[config.mk]
export PLATFORM = sky130hd
export DESIGN_NAME = qfas_seq_flat
export DESIGN_NICKNAME = d
export VERILOG_FILES = /design/src/rtl/qfas_seq_if.sv /design/src/rtl/qfas_seq.sv /design/src/flat_wrapper.sv
export SDC_FILE = /design/constraint.sdc
export NUM_CORES = 1
export LEC_CHECK = 0
export BUFFER_PORTS_ARGS = -buffer_cell sky130_fd_sc_hd__buf_2
export CAP_MARGIN = 30
export CORE_ASPECT_RATIO = 0.8
export CORE_MARGIN = 4
export CORE_UTILIZATION = 55
export CTS_BUF_LIST = sky130_fd_sc_hd__clkbuf_4
export CTS_CLUSTER_SIZE = 30
export DETAILED_ROUTE_END_ITERATION = 12
export GPL_TIMING_DRIVEN = 0
export PLACE_DENSITY = 0.85
export SLEW_MARGIN = 0
export SYNTH_ARGS = -nofsm -noshare
export SYNTH_HDL_FRONTEND = slang
export SYNTH_SLANG_ARGS = --single-unit
[constraint.sdc]
create_clock -name clk -period 3.3 [get_ports clk]
set_clock_uncertainty 0.2 [all_clocks]
set_input_delay 0.165 -clock clk [delete_from_list [all_inputs] [get_ports clk]]
set_output_delay 0.165 -clock clk [all_outputs]
set_load 0.05 [all_outputs]
[src/rtl/qfas_seq_if.sv]
// qfas_seq_if -- operand/result bundle for the nibble-serial add/subtract unit.
//   start, op, a, b : request side (driven by master)
//   busy, done, y, co, ovf : status/result side (driven by slave)
// NIB sets the number of 4-bit nibbles per operand (W = 4*NIB).
interface qfas_seq_if #(
   parameter int unsigned NIB = 4
);
   localparam int unsigned W = 4 * NIB;

   logic         start;
   logic         op;
   logic [W-1:0] a;
   logic [W-1:0] b;
   logic         busy;
   logic         done;
   logic [W-1:0] y;
   logic         co;
   logic         ovf;

   modport master (
      output start, op, a, b,
      input  busy, done, y, co, ovf
   );

   modport slave (
      input  start, op, a, b,
      output busy, done, y, co, ovf
   );
endinterface

[src/rtl/qfas_seq.sv]
// qfas_seq -- nibble-serial add/subtract through one 4-bit slice, LSB nibble first.
// Ports:
//   clk       rising-edge clock
//   rst       synchronous active-high reset
//   bus       qfas_seq_if.slave: start/op/a/b in, busy/done/y/co/ovf out
// Optional feature: define QFAS_SEQ_OVF_EN to build the signed-overflow flag;
// otherwise ovf is tied to 0 and no overflow logic exists.
module qfas_seq #(
   parameter int unsigned NIB = 4
) (
   input  logic       clk,
   input  logic       rst,
   qfas_seq_if.slave  bus
);
   localparam int unsigned W  = 4 * NIB;
   localparam int unsigned IW = (NIB > 1) ? $clog2(NIB) : 1;

   typedef enum logic [1:0] {IDLE, RUN, DONE} state_t;

   state_t        state;
   state_t        state_nx;
   logic          accept;
   logic          busy_q;
   logic          done_q;

   logic [W-1:0]  a_q;
   logic [W-1:0]  b_q;
   logic          op_q;
   logic [IW-1:0] idx;
   logic          carry;
   logic [W-1:0]  y_q;
   logic          co_q;

   logic [3:0]    a_nib;
   logic [3:0]    b_sel;
   logic          c_in;
   logic [4:0]    sum;
   logic          last_nib;

   // Slice: current nibble of each operand, B inverted for subtract
   always_comb begin
      a_nib    = 4'(a_q >> {idx, 2'b00});
      b_sel    = 4'(b_q >> {idx, 2'b00});
      if (op_q) b_sel = ~b_sel;
      c_in     = (idx == '0) ? op_q : carry;
      sum      = 5'(a_nib) + 5'(b_sel) + 5'(c_in);
      last_nib = (idx == IW'(NIB - 1));
   end

   // State register; busy/done registered from the next state
   always_ff @(posedge clk) begin
      if (rst) begin
         state  <= IDLE;
         busy_q <= 1'b0;
         done_q <= 1'b0;
      end else begin
         state  <= state_nx;
         busy_q <= (state_nx == RUN);
         done_q <= (state_nx == DONE);
      end
   end

   // Next-state logic; a start is accepted in IDLE or DONE, ignored in RUN
   always_comb begin
      state_nx = state;
      accept   = 1'b0;
      case (state)
         IDLE: begin
            if (bus.start) begin
               state_nx = RUN;
               accept   = 1'b1;
            end
         end
         RUN: begin
            if (last_nib) state_nx = DONE;
         end
         DONE: begin
            if (bus.start) begin
               state_nx = RUN;
               accept   = 1'b1;
            end else begin
               state_nx = IDLE;
            end
         end
         default: state_nx = IDLE;
      endcase
   end

   // Datapath: capture on accept, one nibble per RUN edge
   always_ff @(posedge clk) begin
      if (rst) begin
         a_q   <= '0;
         b_q   <= '0;
         op_q  <= 1'b0;
         idx   <= '0;
         carry <= 1'b0;
         y_q   <= '0;
         co_q  <= 1'b0;
      end else if (accept) begin
         a_q   <= bus.a;
         b_q   <= bus.b;
         op_q  <= bus.op;
         idx   <= '0;
         carry <= 1'b0;
         y_q   <= '0;
         co_q  <= 1'b0;
      end else if (state == RUN) begin
         // y was cleared on capture, so OR-ing in each nibble is sufficient
         y_q   <= y_q | (W'(sum[3:0]) << {idx, 2'b00});
         carry <= sum[4];
         if (last_nib) co_q <= sum[4];
         else          idx  <= idx + IW'(1);
      end
   end

`ifdef QFAS_SEQ_OVF_EN
   logic ovf_q;
   logic c_msb_in;

   // Carry into the top bit recovered from the slice's bit-3 sum
   assign c_msb_in = a_nib[3] ^ b_sel[3] ^ sum[3];

   always_ff @(posedge clk) begin
      if (rst) begin
         ovf_q <= 1'b0;
      end else if (accept) begin
         ovf_q <= 1'b0;
      end else if (state == RUN && last_nib) begin
         ovf_q <= c_msb_in ^ sum[4];
      end
   end

   assign bus.ovf = ovf_q;
`else
   assign bus.ovf = 1'b0;
`endif

   assign bus.busy = busy_q;
   assign bus.done = done_q;
   assign bus.y    = y_q;
   assign bus.co   = co_q;
endmodule

[src/flat_wrapper.sv]
// flat-port wrapper written by rule: the top's interface ports become plain ports
module qfas_seq_flat 
#(
   parameter int unsigned NIB = 4
)
  (clk, rst, bus_start, bus_op, bus_a, bus_b, bus_busy, bus_done, bus_y, bus_co, bus_ovf);
  qfas_seq_if #(.NIB(NIB)) bus_i ();
  input  logic clk;
  input  logic rst;
  input wire logic [$bits(bus_i.start)-1:0] bus_start;
  input wire logic [$bits(bus_i.op)-1:0] bus_op;
  input wire logic [$bits(bus_i.a)-1:0] bus_a;
  input wire logic [$bits(bus_i.b)-1:0] bus_b;
  output wire logic [$bits(bus_i.busy)-1:0] bus_busy;
  output wire logic [$bits(bus_i.done)-1:0] bus_done;
  output wire logic [$bits(bus_i.y)-1:0] bus_y;
  output wire logic [$bits(bus_i.co)-1:0] bus_co;
  output wire logic [$bits(bus_i.ovf)-1:0] bus_ovf;
  assign bus_i.start = bus_start;
  assign bus_i.op = bus_op;
  assign bus_i.a = bus_a;
  assign bus_i.b = bus_b;
  assign bus_busy = bus_i.busy;
  assign bus_done = bus_i.done;
  assign bus_y = bus_i.y;
  assign bus_co = bus_i.co;
  assign bus_ovf = bus_i.ovf;
  qfas_seq #(.NIB(NIB)) u_core (.clk(clk), .rst(rst), .bus(bus_i));
endmodule
==> results.py, run 1 <==
metrics = {
    "sta": {
        "rsz0062_at_grt": "false",
        "fmax_ghz": 0.342,
        "fin_ws_ps": 373,
        "drv_slew": 0,
        "fin_crit_ps": 2930,
        "finalHoldViolations": 0,
        "final.setup.tns_ps": 0,
        "period_share_pct": 88.7,
        "setup_viol": 0,
    },
    "die": {
        "core_mm2": 0.00426,
        "num_rows": 21,
        "start_util_pct": 57.9,
        "chipHeight_um": 67.9,
        "die_area_mm2": 0.00562,
        "io_pins": 56,
        "dieWidth_um": 82.8,
    },
    "yosys": {
        "yosysTopAreaCell": "dfxtp_1",
        "synthesis.nets": 318,
        "yosys_warnings": 0,
        "synth_cell_type_count": 35,
        "yosysSeqAreaShare_pct": 46.3,
        "synthDominantCellAreaShare_pct": 46.3,
        "syn_area_mm2": 0.00246,
        "ys_ff_latch": 57,
        "netlist_top_cells_area": "dfxtp_1 (46%), nand2_1 (10%), a21oi_1 (9.3%)",
        "syn_inst": 275,
        "async_reset_ff_share_pct": 0,
        "syn_area_per_cell_um2": 8.96,
        "synth_edf_count": 0,
        "synth_top_flop_cell": "dfxtp_1",
    },
    "finish": {
        "fillers": 311,
        "final_cells": 434,
        "syn_to_final_growth_pct": 32.4,
        "antenna_cells": 0,
        "drive_gt1_share_pct": 22.3,
        "fin_nets": 416,
    },
    "worst_setup_path": {
        "crit_fanout": 10,
        "crit_top_cell": "fa_1",
        "end_kind": "register",
        "startpoint": "u_core.idx[0]",
        "path_cells": "buf_6 -> buf_12 -> mux4_2 -> xnor2_1 -> fa_1 -> inv_1 -> fa_1 -> a21o_1 -> a21oi_1 -> a311oi_1",
        "ff2ff_setup_slack_ps": 370,
        "critPathBufInv": 3,
        "worst-path-stages": 10,
        "worstRegToRegCells": 10,
        "path_class": "register to register",
        "critPathLaunchType": "register",
        "r2r-start": "u_core.idx[0]",
        "cp-endpoint": "u_core.bus.co",
        "r2r_end": "u_core.bus.co",
        "cp_top_family": "adder cells",
        "critical_path.slowest_cell": "mux4_2",
        "slowest_delay_ps": 510,
        "worst-endpoint-required_ps": 3370,
        "cp.arrival_ps": 3000,
    },
    "clocking": {
        "cts_tree": "yes",
        "clk_pin_slew_ps": 90,
        "insertion_delay_ps": 400,
        "clockBufferDepth": 2,
        "cts_buffers": 9,
        "cts_resized": 0,
        "htree_levels": 3,
        "cts.sinks": 57,
        "clockRootBuffer": "clkbuf_4",
    },
    "pwr": {
        "peakVddDrop_mv": 0.412,
        "p_per_area_mw_per_mm2": 448,
        "p_leak_nw": 1.43,
    },
    "grt": {
        "grt.total_usage_pct": 23.0,
        "antenna_found_initial": 0,
        "grt_pass1_wl_um": 10000,
        "grt_pass1_vias": 2219,
        "overflow": 0,
        "grt_max_degree": 11,
    },
    "drt": {
        "wl_per_cell_um": 13.6,
        "vias_per_cell": 5.15,
        "drc": 0,
        "wl_um": 5920,
        "vias": 2235,
        "drt_iter0_drc": 106,
        "detail-route-antenna-nets": 0,
        "dr.pass1.iters": 4,
    },
    "run_status": {
        "status": "finished clean",
    },
    "placement": {
        "portBuffers": 53,
        "dpl.hpwl_um": 3980,
        "dpl.cell_count": 385,
        "place_congestion": 0.832,
        "place_ws_ps": 396,
    },
    "worst_hold_path": {
        "holdCritPathClass": "input port to register",
    },
    "run": {
        "drv_cap": 0,
    },
}
-- cell usage in the layout (no fill, tap or decap), types with 3 or more instances in the layout --
master and count:
nand2_1 68, buf_2 59, dfxtp_1 57, a21oi_1 46
dlygate4sd3_1 34, nor2_1 20, clkbuf_4 10, clkbuf_1 7
nor3_1 6, inv_1 5, nand3_1 5, ha_1 5
mux4_2 4, mux4_1 4, xor2_1 4, nor3b_1 4
nand2b_1 3, o21a_1 3, a311o_1 3
-- flip-flops by register name, summed over array words and instances, names as in the netlist, 2 cells and up --
signal / count
u_core.a_q: 16
u_core.b_q: 16
u_core.bus.y: 16
u_core.idx: 2
u_core.state: 2
-- report_power, final --
part           total, mW  leakage, nW  internal, mW  switching [mW]
Sequential         0.735        0.465         0.719          0.0160
Combinational      0.261        0.897         0.117           0.145
Clock              0.465       0.0711         0.228           0.237
-- synth_stat cells (all sizes together), types with 3 or more instances --
cell type	instances
ha	5
clkbuf	8
nor2	20
nand2	68
nor3	7
nor3b	4
nand3	5
xor2	4
buf	12
a311o	3
mux4	8
nand2b	3
o21a	3
dfxtp	57
inv	5
a21oi	46
-- worst register-to-register path: cells and delay by family (launching register included) --
family / cells / cell delay (ps)
xor gates and xnor gates: 1 / 220
adders and majority gates: 2 / 610
buffers and inverters: 3 / 360
DFF: 1 / 360
muxes: 1 / 510
AOI/OAI and AO/OA: 3 / 530
-- kinds of logic (layout without fill, tap and decap cells) --
family	Yosys count	count (layout)	synth area share, %
fa+ha+maj	7	7	4.16
other cells	1	1	0.152
mux	9	9	8.33
xor+xnor	6	6	2.13
buf+inv	25	127	5.58
compound gates	58	58	13.7
simple gates	112	112	19.6
flops	57	57	46.3
-- cell type report --
| class | instances | area (um^2) | share of cell area (%) |
|---|---|---|---|
| sequential | 57 | 1140 | 35.0 |
| timing repair buffer | 87 | 606 | 18.6 |
| clock inverter | 5 | 47.5 | 1.46 |
| clock buffer | 10 | 75.1 | 2.30 |
| tap | 57 | 71.3 | 2.18 |
| buffer | 20 | 119 | 3.64 |
| inverter | 5 | 18.8 | 0.575 |
| multi-input combinational | 193 | 1190 | 36.3 |
-- through the flow --
step	hold slack, ps	total power, mW	cell area [um^2]	utilization (%)
6_report	36.5	1.46	3260	76.7
5_1_grt	41.9	1.52	3260	76.7
4_1_cts	19.7	1.46	3260	76.7
3_5_place_dp	211	0.978	2800	65.8
3_3_place_gp	207	0.971	2800	65.8
2_1_floorplan	101	0.913	2460	-
-- worst min path at each step --
stage                   start             end  slack (ps)  depth (start not counted)
CTS                 bus_start   u_core.a_q[2]          20                          5
global placement     bus_a[6]   u_core.a_q[6]         210                          3
detailed placement   bus_b[6]   u_core.b_q[6]         210                          3
global route        bus_start   u_core.a_q[0]          40                          5
floorplan           bus_a[10]  u_core.a_q[10]         100                          2
finish              bus_start   u_core.a_q[2]          40                          5
-- layer usage --
metal	routed length (um)	GRT usage, %
met5	0	0
met2	2870	40.8
met4	87	7.55
met1	2580	26.8
met3	393	7.94
-- timing repair --
action | 4_1_cts | 5_1_grt
hold buffers | 34 | 0
endpoints found under the hold margin | 42 | 0
setup buffers | 0 | 0
Power figures use the tool's default switching activity.
==> run 2: changes to the inputs <==
- RECOVER_POWER: default -> 100
==> results.py, run 2 (same netlist as run 1, synthesis figures left out) <==
metrics = {
    "worst_setup_path": {
        "ff2ff_setup_slack_ps": 370,
        "worst-path-stages": 10,
        "crit_top_cell": "fa_1",
        "crit_fanout": 10,
        "critPathBufInv": 3,
        "end_kind": "register",
        "path_cells": "buf_6 -> buf_12 -> mux4_2 -> xnor2_1 -> fa_1 -> inv_1 -> fa_1 -> a21o_1 -> a21oi_1 -> a311oi_1",
        "critPathLaunchType": "register",
        "worstRegToRegCells": 10,
        "cp.arrival_ps": 3000,
        "worst-endpoint-required_ps": 3360,
        "critical_path.slowest_cell": "mux4_2",
        "slowest_delay_ps": 510,
        "cp_top_family": "adder cells",
        "path_class": "register to register",
    },
    "run": {
        "drv_cap": 0,
    },
    "clocking": {
        "cts_buffers": 9,
        "htree_levels": 3,
        "clockBufferDepth": 2,
        "cts_resized": 0,
        "postCtsSetupBuffers": 0,
        "clk_pin_slew_ps": 90,
        "cts.sinks": 57,
        "insertion_delay_ps": 400,
        "cts_tree": "yes",
        "holdBufCountCts": 34,
        "clockRootBuffer": "clkbuf_4",
    },
    "die": {
        "start_util_pct": 57.9,
        "chipHeight_um": 67.9,
        "dieWidth_um": 82.8,
        "num_rows": 21,
        "io_pins": 56,
        "core_mm2": 0.00426,
        "die_area_mm2": 0.00562,
    },
    "sta": {
        "tightest_slew_ps": 604,
        "setup_viol": 0,
        "relSlewSlack_pct": 59.9,
        "final.setup.tns_ps": 0,
        "fmax_ghz": 0.341,
        "fin_crit_ps": 2930,
        "period_share_pct": 88.9,
        "drv_slew": 0,
        "rsz0062_at_grt": "false",
        "finalHoldViolations": 0,
    },
    "finish": {
        "fin_nets": 416,
        "final_cell_mix": "nand2_1 (68), dfxtp_1 (57), a21oi_1 (46)",
        "fillers": 325,
        "drive_gt1_share_pct": 15.9,
        "final_common_cell": "nand2_1",
        "syn_to_final_growth_pct": 31.0,
        "final_cells": 434,
        "antenna_cells": 0,
    },
    "drt": {
        "wl_um": 5930,
        "drt_iter0_drc": 102,
        "vias": 2231,
        "dr.pass1.iters": 4,
        "drc": 0,
        "wl_per_cell_um": 13.7,
        "detail-route-antenna-nets": 0,
        "vias_per_cell": 5.14,
    },
    "placement": {
        "dpl.cell_count": 385,
        "dpl.hpwl_um": 3980,
        "portBuffers": 53,
        "place_congestion": 0.832,
    },
    "worst_hold_path": {
        "hold_depth": 5,
        "holdCritPathClass": "input port to register",
    },
    "run_status": {
        "status": "finished clean",
    },
    "pwr": {
        "peakVddDrop_mv": 0.412,
        "p_per_area_mw_per_mm2": 451,
        "p_leak_nw": 1.33,
    },
    "grt": {
        "grt_pass1_wl_um": 10000,
        "grt_pass1_vias": 2219,
        "overflow": 0,
        "grt_max_degree": 11,
        "antenna_found_initial": 0,
        "grt.total_usage_pct": 23.0,
    },
}
[run 2: per-stage QoR]
stage	utilization [%]	worst slack, ps	power, mW	instance area, um^2	hold WS [ps]
5_1_grt	75.8	176	1.52	3230	41.9
2_1_floorplan	-	568	0.913	2460	101
6_report	75.8	367	1.46	3230	40.4
3_3_place_gp	65.8	416	0.971	2800	207
4_1_cts	76.7	365	1.46	3260	19.7
3_5_place_dp	65.8	396	0.978	2800	211
[run 2: final cells by class]
type / count / area [um^2] / area share (%)
tap: 57 / 71.3 / 2.21
clock buffer: 10 / 75.1 / 2.33
buffer: 20 / 106 / 3.29
inverter: 5 / 18.8 / 0.581
timing repair buffer: 87 / 582 / 18.0
multi-input combinational: 193 / 1190 / 36.7
clock inverter: 5 / 47.5 / 1.47
sequential: 57 / 1140 / 35.3
[run 2: where the power goes]
part,internal (mW),total [mW],switching [mW]
clock network,0.228,0.464,0.236
logic,0.113,0.258,0.145
registers,0.719,0.735,0.0163
[run 2: per-layer routing]
metal	wire, um	global-route usage [%]
met5	0	0
met4	69	7.55
met3	396	7.94
met2	2880	40.8
met1	2590	26.8
[run 2: worst register-to-register path, stage by stage (launching register included)]
cell and delay [ps]:
dfxtp_1 360, buf_6 140, buf_12 140, mux4_2 510
xnor2_1 220, fa_1 200, inv_1 80, fa_1 400
a21o_1 170, a21oi_1 230, a311oi_1 130
[run 2: worst paths after layout]
| check | startpoint | to |
|---|---|---|
| worst max-delay path | u_core.idx[0] | u_core.bus.co |
| worst min-delay path | bus_start | u_core.a_q[2] |
| worst max register to register | u_core.idx[0] | u_core.bus.co |
| worst min register to register | u_core.b_q[14] | u_core.b_q[14] |
==> run 3: changes to the inputs <==
- BUFFER_PORTS_ARGS: -buffer_cell sky130_fd_sc_hd__buf_2 -> default
- CORE_UTILIZATION: 55 -> 65
- DONT_BUFFER_PORTS: default -> 1
==> results.py, run 3 (same netlist as run 1, synthesis figures left out) <==
metrics = {
    "run_status": {
        "status": "finished clean",
    },
    "clocking": {
        "cts_resized": 0,
        "clockRootBuffer": "clkbuf_4",
        "clockBufferDepth": 2,
        "postCtsSetupBuffers": 0,
        "cts_buffers": 9,
        "cts.sinks": 57,
        "cts_tree": "yes",
        "insertion_delay_ps": 410,
        "clk_pin_slew_ps": 90,
        "htree_levels": 3,
        "holdBufCountCts": 39,
    },
    "die": {
        "io_pins": 56,
        "chipHeight_um": 63.1,
        "num_rows": 19,
        "core_mm2": 0.00354,
        "die_area_mm2": 0.00485,
        "dieWidth_um": 76.9,
        "start_util_pct": 69.6,
    },
    "finish": {
        "syn_to_final_growth_pct": 21.7,
        "final_core_util_pct": 84.7,
        "final_common_cell": "nand2_1",
        "drive_gt1_share_pct": 7.88,
        "antenna_cells": 0,
        "final_cell_mix": "nand2_1 (68), dfxtp_1 (57), a21oi_1 (46)",
        "fin_nets": 368,
    },
    "worst_setup_path": {
        "worst-endpoint-required_ps": 3440,
        "path_class": "register to register",
        "cp.arrival_ps": 3170,
        "critPathLaunchType": "register",
        "end_kind": "register",
        "crit_fanout": 10,
    },
    "sta": {
        "setup_viol": 0,
        "rsz0062_at_grt": "false",
        "fmax_ghz": 0.329,
        "drv_slew": 0,
        "final.setup.tns_ps": 0,
        "tightest_slew_ps": 542,
        "finalHoldViolations": 0,
        "relSlewSlack_pct": 63.8,
        "fin_crit_ps": 3040,
        "period_share_pct": 92.0,
    },
    "drt": {
        "vias_per_cell": 6.11,
        "wl_um": 6730,
        "wl_per_cell_um": 18.1,
        "drt_iter0_drc": 212,
        "detail-route-antenna-nets": 0,
        "vias": 2273,
        "dr.pass1.iters": 6,
        "drc": 0,
    },
    "placement": {
        "dpl.hpwl_um": 3740,
        "portBuffers": 0,
        "place_congestion": 0.896,
    },
    "grt": {
        "antenna_found_initial": 0,
        "grt_max_degree": 11,
        "grt_pass1_vias": 2288,
        "grt.total_usage_pct": 29.8,
        "grt_pass1_wl_um": 10900,
        "overflow": 0,
    },
    "run": {
        "drv_cap": 0,
    },
    "worst_hold_path": {
        "holdCritPathClass": "input port to register",
    },
    "pwr": {
        "pwr-share-comb_pct": 17.0,
        "peakVddDrop_mv": 0.377,
        "switchingPower_mw": 0.412,
        "p_leak_nw": 1.20,
        "swShare_pct": 29.5,
        "p_clk_share_pct": 29.0,
        "p_per_area_mw_per_mm2": 466,
        "internal_power_mw": 0.985,
        "pwr-share-seq_pct": 54.0,
    },
}
run 3: area by class of cell:
cell class | instances | area (um^2)
tap | 42 | 52.6
timing repair buffer | 39 | 390
clock inverter | 5 | 22.5
buffer | 20 | 105
multi-input combinational | 193 | 1190
clock buffer | 11 | 82.6
sequential | 57 | 1140
inverter | 5 | 18.8
fill | 176 | 543
run 3: per-layer routing:
metal  up-vias  track usage, %  routed length (um)
met1      1062            31.2                2550
li1       1039               -                   -
met2       140            50.4                3280
met5         -               0                   0
met4         0            16.3                 284
met3        32            12.8                 617
run 3: power groups by stage:
stage          Sequential (mW)  Clock (mW)  Combinational (mW)
2_1_floorplan            0.760           0               0.152
3_5_place_dp             0.767           0               0.188
6_report                 0.754       0.406               0.237
5_1_grt                  0.756       0.447               0.259
4_1_cts                  0.750       0.410               0.226
3_3_place_gp             0.765           0               0.184
run 3: per-stage QoR:
step / setup slack (ps) / hold slack, ps / total power [mW] / instances / cell area [um^2]
3_3_place_gp: 434 / 103 / 0.949 / 317 / 2520
6_report: 264 / 56.4 / 1.40 / 372 / 3000
4_1_cts: 312 / 39.7 / 1.39 / 372 / 3010
2_1_floorplan: 568 / 101 / 0.913 / 275 / 2460
5_1_grt: 129 / 59.3 / 1.46 / 372 / 3000
3_5_place_dp: 343 / 108 / 0.955 / 317 / 2520
run 3: critical path, cell delays in order, from the launching register on:
cell and delay [ps]:
dfxtp_1 370, buf_6 150, buf_12 140, mux4_2 510, xnor2_1 170, fa_1 440
inv_1 140, fa_1 230, xor2_1 340, a21oi_1 140, nor2_1 120
run 3: worst paths after layout:
path                   from  cells after the start  slack (ps)               end
min               bus_start                      3          60  u_core.bus.y[11]
min reg2reg  u_core.a_q[12]                      2         270    u_core.a_q[12]
max reg2reg   u_core.idx[0]                     10         260  u_core.bus.y[14]
max           u_core.idx[0]                     10         260  u_core.bus.y[14]
